[src/rtl/step_sequencer.sv]
// step_sequencer: parametrised iteration counter with START/BUSY/DONE handshake, stall and saturate/wrap modes.
// Define STEP_SEQ_ABORT_EN to add the ABORT input that cancels a running or held sequence.
module step_sequencer #(
    parameter int WIDTH = 3,
    parameter bit WRAP  = 1'b0
) (
    input  logic             CLK,
    input  logic             RST,
    input  logic             START,
    input  logic             ENABLE,
    input  logic [WIDTH-1:0] LIMIT,
`ifdef STEP_SEQ_ABORT_EN
    input  logic             ABORT,
`endif
    output logic [WIDTH-1:0] count,
    output logic             busy,
    output logic             last,
    output logic             done
);
    typedef enum logic [1:0] {IDLE, RUN, HOLD} state_t;
    state_t           r_state;
    logic [WIDTH-1:0] r_lim;
    logic             w_abort;
`ifdef STEP_SEQ_ABORT_EN
    assign w_abort = ABORT;
`else
    assign w_abort = 1'b0;
`endif
    assign last = (r_state == RUN) && (count == r_lim);
    always_ff @(posedge CLK) begin
        if (RST) begin
            r_state <= IDLE;
            r_lim   <= '1;
            count   <= '0;
            busy    <= 1'b0;
            done    <= 1'b0;
        end else if (w_abort) begin
            r_state <= IDLE;
            count   <= '0;
            busy    <= 1'b0;
            done    <= 1'b0;
        end else begin
            case (r_state)
                IDLE, HOLD: if (START) begin
                    r_state <= RUN;
                    r_lim   <= LIMIT;
                    count   <= '0;
                    busy    <= 1'b1;
                    done    <= 1'b0;
                end
                RUN: begin
                    // in wrap mode done is a single-cycle pulse, so clear it on every non-completing cycle
                    done <= ENABLE && last;
                    if (ENABLE) begin
                        if (!last) begin
                            count <= count + WIDTH'(1);
                        end else if (WRAP) begin
                            count <= '0;
                        end else begin
                            r_state <= HOLD;
                            busy    <= 1'b0;
                        end
                    end
                end
                default: r_state <= IDLE;
            endcase
        end
    end
endmodule

[config.mk]
export PLATFORM = sky130hd
export DESIGN_NAME = step_sequencer
export DESIGN_NICKNAME = d
export VERILOG_FILES = /design/src/rtl/step_sequencer.sv
export SDC_FILE = /design/constraint.sdc
export NUM_CORES = 1
export LEC_CHECK = 0
export ABC_CLOCK_PERIOD_IN_PS = 3100
export CAP_MARGIN = 20
export CORE_AREA = 2 2 39 41
export CTS_CLUSTER_SIZE = 10
export DETAILED_ROUTE_END_ITERATION = 12
export DIE_AREA = 0 0 41 43
export PLACE_DENSITY = 0.61
export SYNTH_ARGS = -nofsm -noshare
export SYNTH_HDL_FRONTEND = slang
export SYNTH_SLANG_ARGS = --single-unit
[constraint.sdc]
create_clock -name CLK -period 3.1 [get_ports CLK]
set_input_delay 0.31 -clock CLK [delete_from_list [all_inputs] [get_ports CLK]]
set_output_delay 0.31 -clock CLK [all_outputs]
set_load 0.05 [all_outputs]
==> run_results.csv <==
group,metric,value,unit
yosys,netlist_top_cells_area,"sky130_fd_sc_hd__dfxtp_1 (40%), sky130_fd_sc_hd__nand3_1 (7.0%), sky130_fd_sc_hd__nand2_1 (6.7%)",
timing,max_slew_margin,66.84,%
placement,place_hpwl,813,um
cts,clkSlewWorstSetupHoldPaths,0.07,ns
worst_hold_path,worst_hold_path.num_cells,2,
cts,clk-insertion-delay-late,0.27,ns
grt,wire_length_of_the_first_global_routing_pass,1.856,mm
cts,cts_made_buffers,3,
route,drt_iter0_drc,7,
placement,globalplace.congestion,0.7622,
route,wl_per_cell,11.66,um
cells_and_area,layout_net_count,82,
route,via_per_inst,5.225,
floorplan,rows,14,
yosys,yosysWarningCount,0,
timing,timing_hold_violations_final,0,
route,wl,1.038,mm
cts,tritoncts,"done",
critical_path,r2r_end,"count[2]",
floorplan,initial_utilization,36.35,%
yosys,synth_top_area_cell,"sky130_fd_sc_hd__dfxtp_1",
flow_run,timing.max_cap.violations,0,
worst_hold_path,hold_start,"done",
timing,setup_viol_count_final,0,
yosys,synth.avg_cell_area,8.525,um^2
floorplan,fp.coreArea,1384,um^2
pwr,comb_power_share,16.5,%
cts,ctsRootBufferMaster,"sky130_fd_sc_hd__clkbuf_4",
floorplan,io-pin-count,13,
yosys,post-synth-top-count-cell,"sky130_fd_sc_hd__dfxtp_1",
grt,grt_remaining_overflow,0,
grt,grt_antenna_before_repair,0,
floorplan,dieArea,1763,um^2
critical_path,startpoint_class,"register",
route,ant_nets,0,
pwr,power_density,465.5,nW/um^2
grt,maximum_number_of_pins_on_one_net_before_global_route_repair,10,
worst_hold_path,worst_hold_path.endpoint,"done",
grt,grt_use_total,15.61,%
critical_path,timing.critical_path.arrival,1.91,ns
critical_path,timing.rr.start,"count[0]",
run_status,run_status,"finished, final reports clean",
yosys,synth_nets,67,
cells_and_area,antenna_cells,0,
cts,cts-hold-fix-buffers,0,
pwr,fin_total_pwr,0.3128,mW
yosys,synth_top_flop_cell,"sky130_fd_sc_hd__dfxtp_1",
cts,post_cts_buffers,0,
yosys,netlist_top_cells_count,"sky130_fd_sc_hd__dfxtp_1 (10), sky130_fd_sc_hd__nand2_1 (9), sky130_fd_sc_hd__nand3_1 (7)",
yosys,synth-seq-cells,10,
cells_and_area,final_layout_size_suffix_gt1_share,9.589,%
critical_path,worst-endpoint-required,2.79,ns
route,num_vias,465,
timing,final-max-slew-violation-count,0,
timing,grt_setup_unrepaired,"no",
critical_path,crit_type,"reg2out",
cts,ctsHtreeMaxLevel,1,
yosys,synth_edf_count,0,
critical_path,setup.worst_path.end_class,"output pin",
worst_hold_path,hp-class,"reg2reg",
timing,hold_ws,0.4749,ns
yosys,post_synth_inst_count,59,
cts,cts_num_sinks,10,
timing,finalSetupTns,0,ns
placement,placement.io_buffers,12,
route,routed-wl-met2,437,um
route,detail_route.drc_violations,0,
pwr,netSwitchingFraction,26.80,%
timing,min_period,2.224,ns
cts,cts.path.max_buffers,2,
yosys,synth_async_sr_flop_share,0,%
pwr,p_leak,0.2600,nW
route,met3WireLength,40,um
yosys,ys_seq_area_share,39.80,%
grt,first_global_vias,442,
timing,max_freq,449.7,MHz
cts,post_cts_resize_count,0,
critical_path,rr_worst_depth,4,
pwr,cellInternalPower,0.2290,mW
pwr,sequential_share_of_power,45.4,%
yosys,synth_cell_type_count,24,
floorplan,dieHeight,43,um
yosys,cell_area_after_synthesis,503.0,um^2
route,drt_pre_antenna_iters,4,
timing,worst-slew-pin-transition,0.4959,ns
floorplan,die_w,41,um
yosys,synth_top_area_share,39.80,%
timing,min_period_over_period,71.73,%
route,wl_met1,531,um
critical_path,critical_path.max_fanout,6,
route,maxUsedRoutingLayer,"met4",
cells_and_area,area.growth.synth_to_final,33.58,%
pwr,power.ir.vdd_worst,0.0002741,V
critical_path,ff2ff_setup_slack,1.75,ns
timing,finClkSkew,0.001749,ns
pwr,power.share.clock,38.1,%
pwr,p_sw,0.08382,mW
==> worst max-delay path, cell delays in order (launching register included) <==
cell                              delay [ns]
sky130_fd_sc_hd__dfxtp_1                0.43
sky130_fd_sc_hd__xnor2_1                0.19
sky130_fd_sc_hd__nand3_1                0.13
sky130_fd_sc_hd__nor2_1                 0.10
sky130_fd_sc_hd__clkdlybuf4s50_1        0.80
==> routing by layer <==
metal	track usage, %	vias up
met2	20.31	8
met1	22.40	214
li1	-	238
met5	0	-
met3	3.141	5
met4	10.00	0
==> power groups by stage <==
stage               registers (mW)  clock network [mW]  logic (mW)
detailed placement           0.145                   0      0.0521
CTS                          0.142               0.122      0.0523
global placement             0.145                   0      0.0521
finish                       0.142               0.119      0.0516
floorplan                    0.150                   0      0.0291
global route                 0.143               0.129      0.0572
==> sequential cells by signal (all words and copies together), names as in the netlist <==
signal and cells:
count 3, r_state 2, busy 1, done 1
r_lim 3
==> cells in the final DEF (no fill, tap or decap) <==
cell                              Yosys  final
sky130_fd_sc_hd__clkdlybuf4s50_1      0     12
sky130_fd_sc_hd__dfxtp_1             10     10
sky130_fd_sc_hd__nand2_1              9      9
sky130_fd_sc_hd__nand3_1              7      7
sky130_fd_sc_hd__a21oi_1              6      6
sky130_fd_sc_hd__nand2b_1             3      3
sky130_fd_sc_hd__xnor2_1              3      3
sky130_fd_sc_hd__xor2_1               3      3
sky130_fd_sc_hd__clkbuf_4             0      3
sky130_fd_sc_hd__nor2_1               2      2
sky130_fd_sc_hd__inv_1                1      1
sky130_fd_sc_hd__and2b_1              1      1
sky130_fd_sc_hd__and3b_1              1      1
sky130_fd_sc_hd__o31ai_2              1      1
sky130_fd_sc_hd__nand3b_1             1      1
sky130_fd_sc_hd__a31oi_2              1      1
sky130_fd_sc_hd__nor3_1               1      1
sky130_fd_sc_hd__a21o_1               1      1
sky130_fd_sc_hd__nand4b_1             1      1
sky130_fd_sc_hd__o22ai_1              1      1
sky130_fd_sc_hd__nor4b_1              1      1
sky130_fd_sc_hd__a32o_2               1      1
sky130_fd_sc_hd__o21ai_1              1      1
sky130_fd_sc_hd__ha_1                 1      1
sky130_fd_sc_hd__clkbuf_8             0      1
==> cells by family (layout without fill, tap and decap cells) <==
| family | Yosys count | count (layout) | share of synthesized area, % |
|---|---|---|---|
| buffers and inverters | 3 | 17 | 2.237 |
| and+or+nand+nor | 27 | 27 | 28.11 |
| DFF | 10 | 10 | 39.80 |
| xor gates and xnor gates | 6 | 6 | 10.45 |
| AOI/OAI and AO/OA | 12 | 12 | 16.92 |
| adders and majority gates | 1 | 1 | 2.487 |
==> through the flow <==
step           cells  worst slack (ns)  instance area [um^2]  utilization [%]
2_1_floorplan     59             1.094                 503.0                -
6_report          89            0.8763                 671.9            48.55
4_1_cts           89            0.8511                 671.9            48.55
3_5_place_dp      85             1.152                 635.6            45.93
5_1_grt           89            0.7221                 671.9            48.55
3_3_place_gp      85             1.155                 635.6            45.93
==> area by class of cell <==
| class | instances | area, um^2 |
|---|---|---|
| inverters | 1 | 3.754 |
| well taps | 16 | 20.02 |
| clock buffers | 4 | 36.28 |
| multi-input cells | 46 | 291.5 |
| fillers | 145 | 711.9 |
| flip-flops and latches | 10 | 200.2 |
| repair buffers | 12 | 120.1 |
==> worst max path at each step <==
| stage | from | end | cells past startpoint | slack (ns) |
|---|---|---|---|---|
| 2_1_floorplan | count[0] | last | 3 | 1.09 |
| 3_3_place_gp | count[0] | last | 4 | 1.16 |
| 3_5_place_dp | count[0] | last | 4 | 1.15 |
| 4_1_cts | count[0] | last | 4 | 0.85 |
| 5_1_grt | count[0] | last | 4 | 0.72 |
| 6_report | count[0] | last | 4 | 0.88 |
Note: power is estimated with default switching activity, not from simulation.
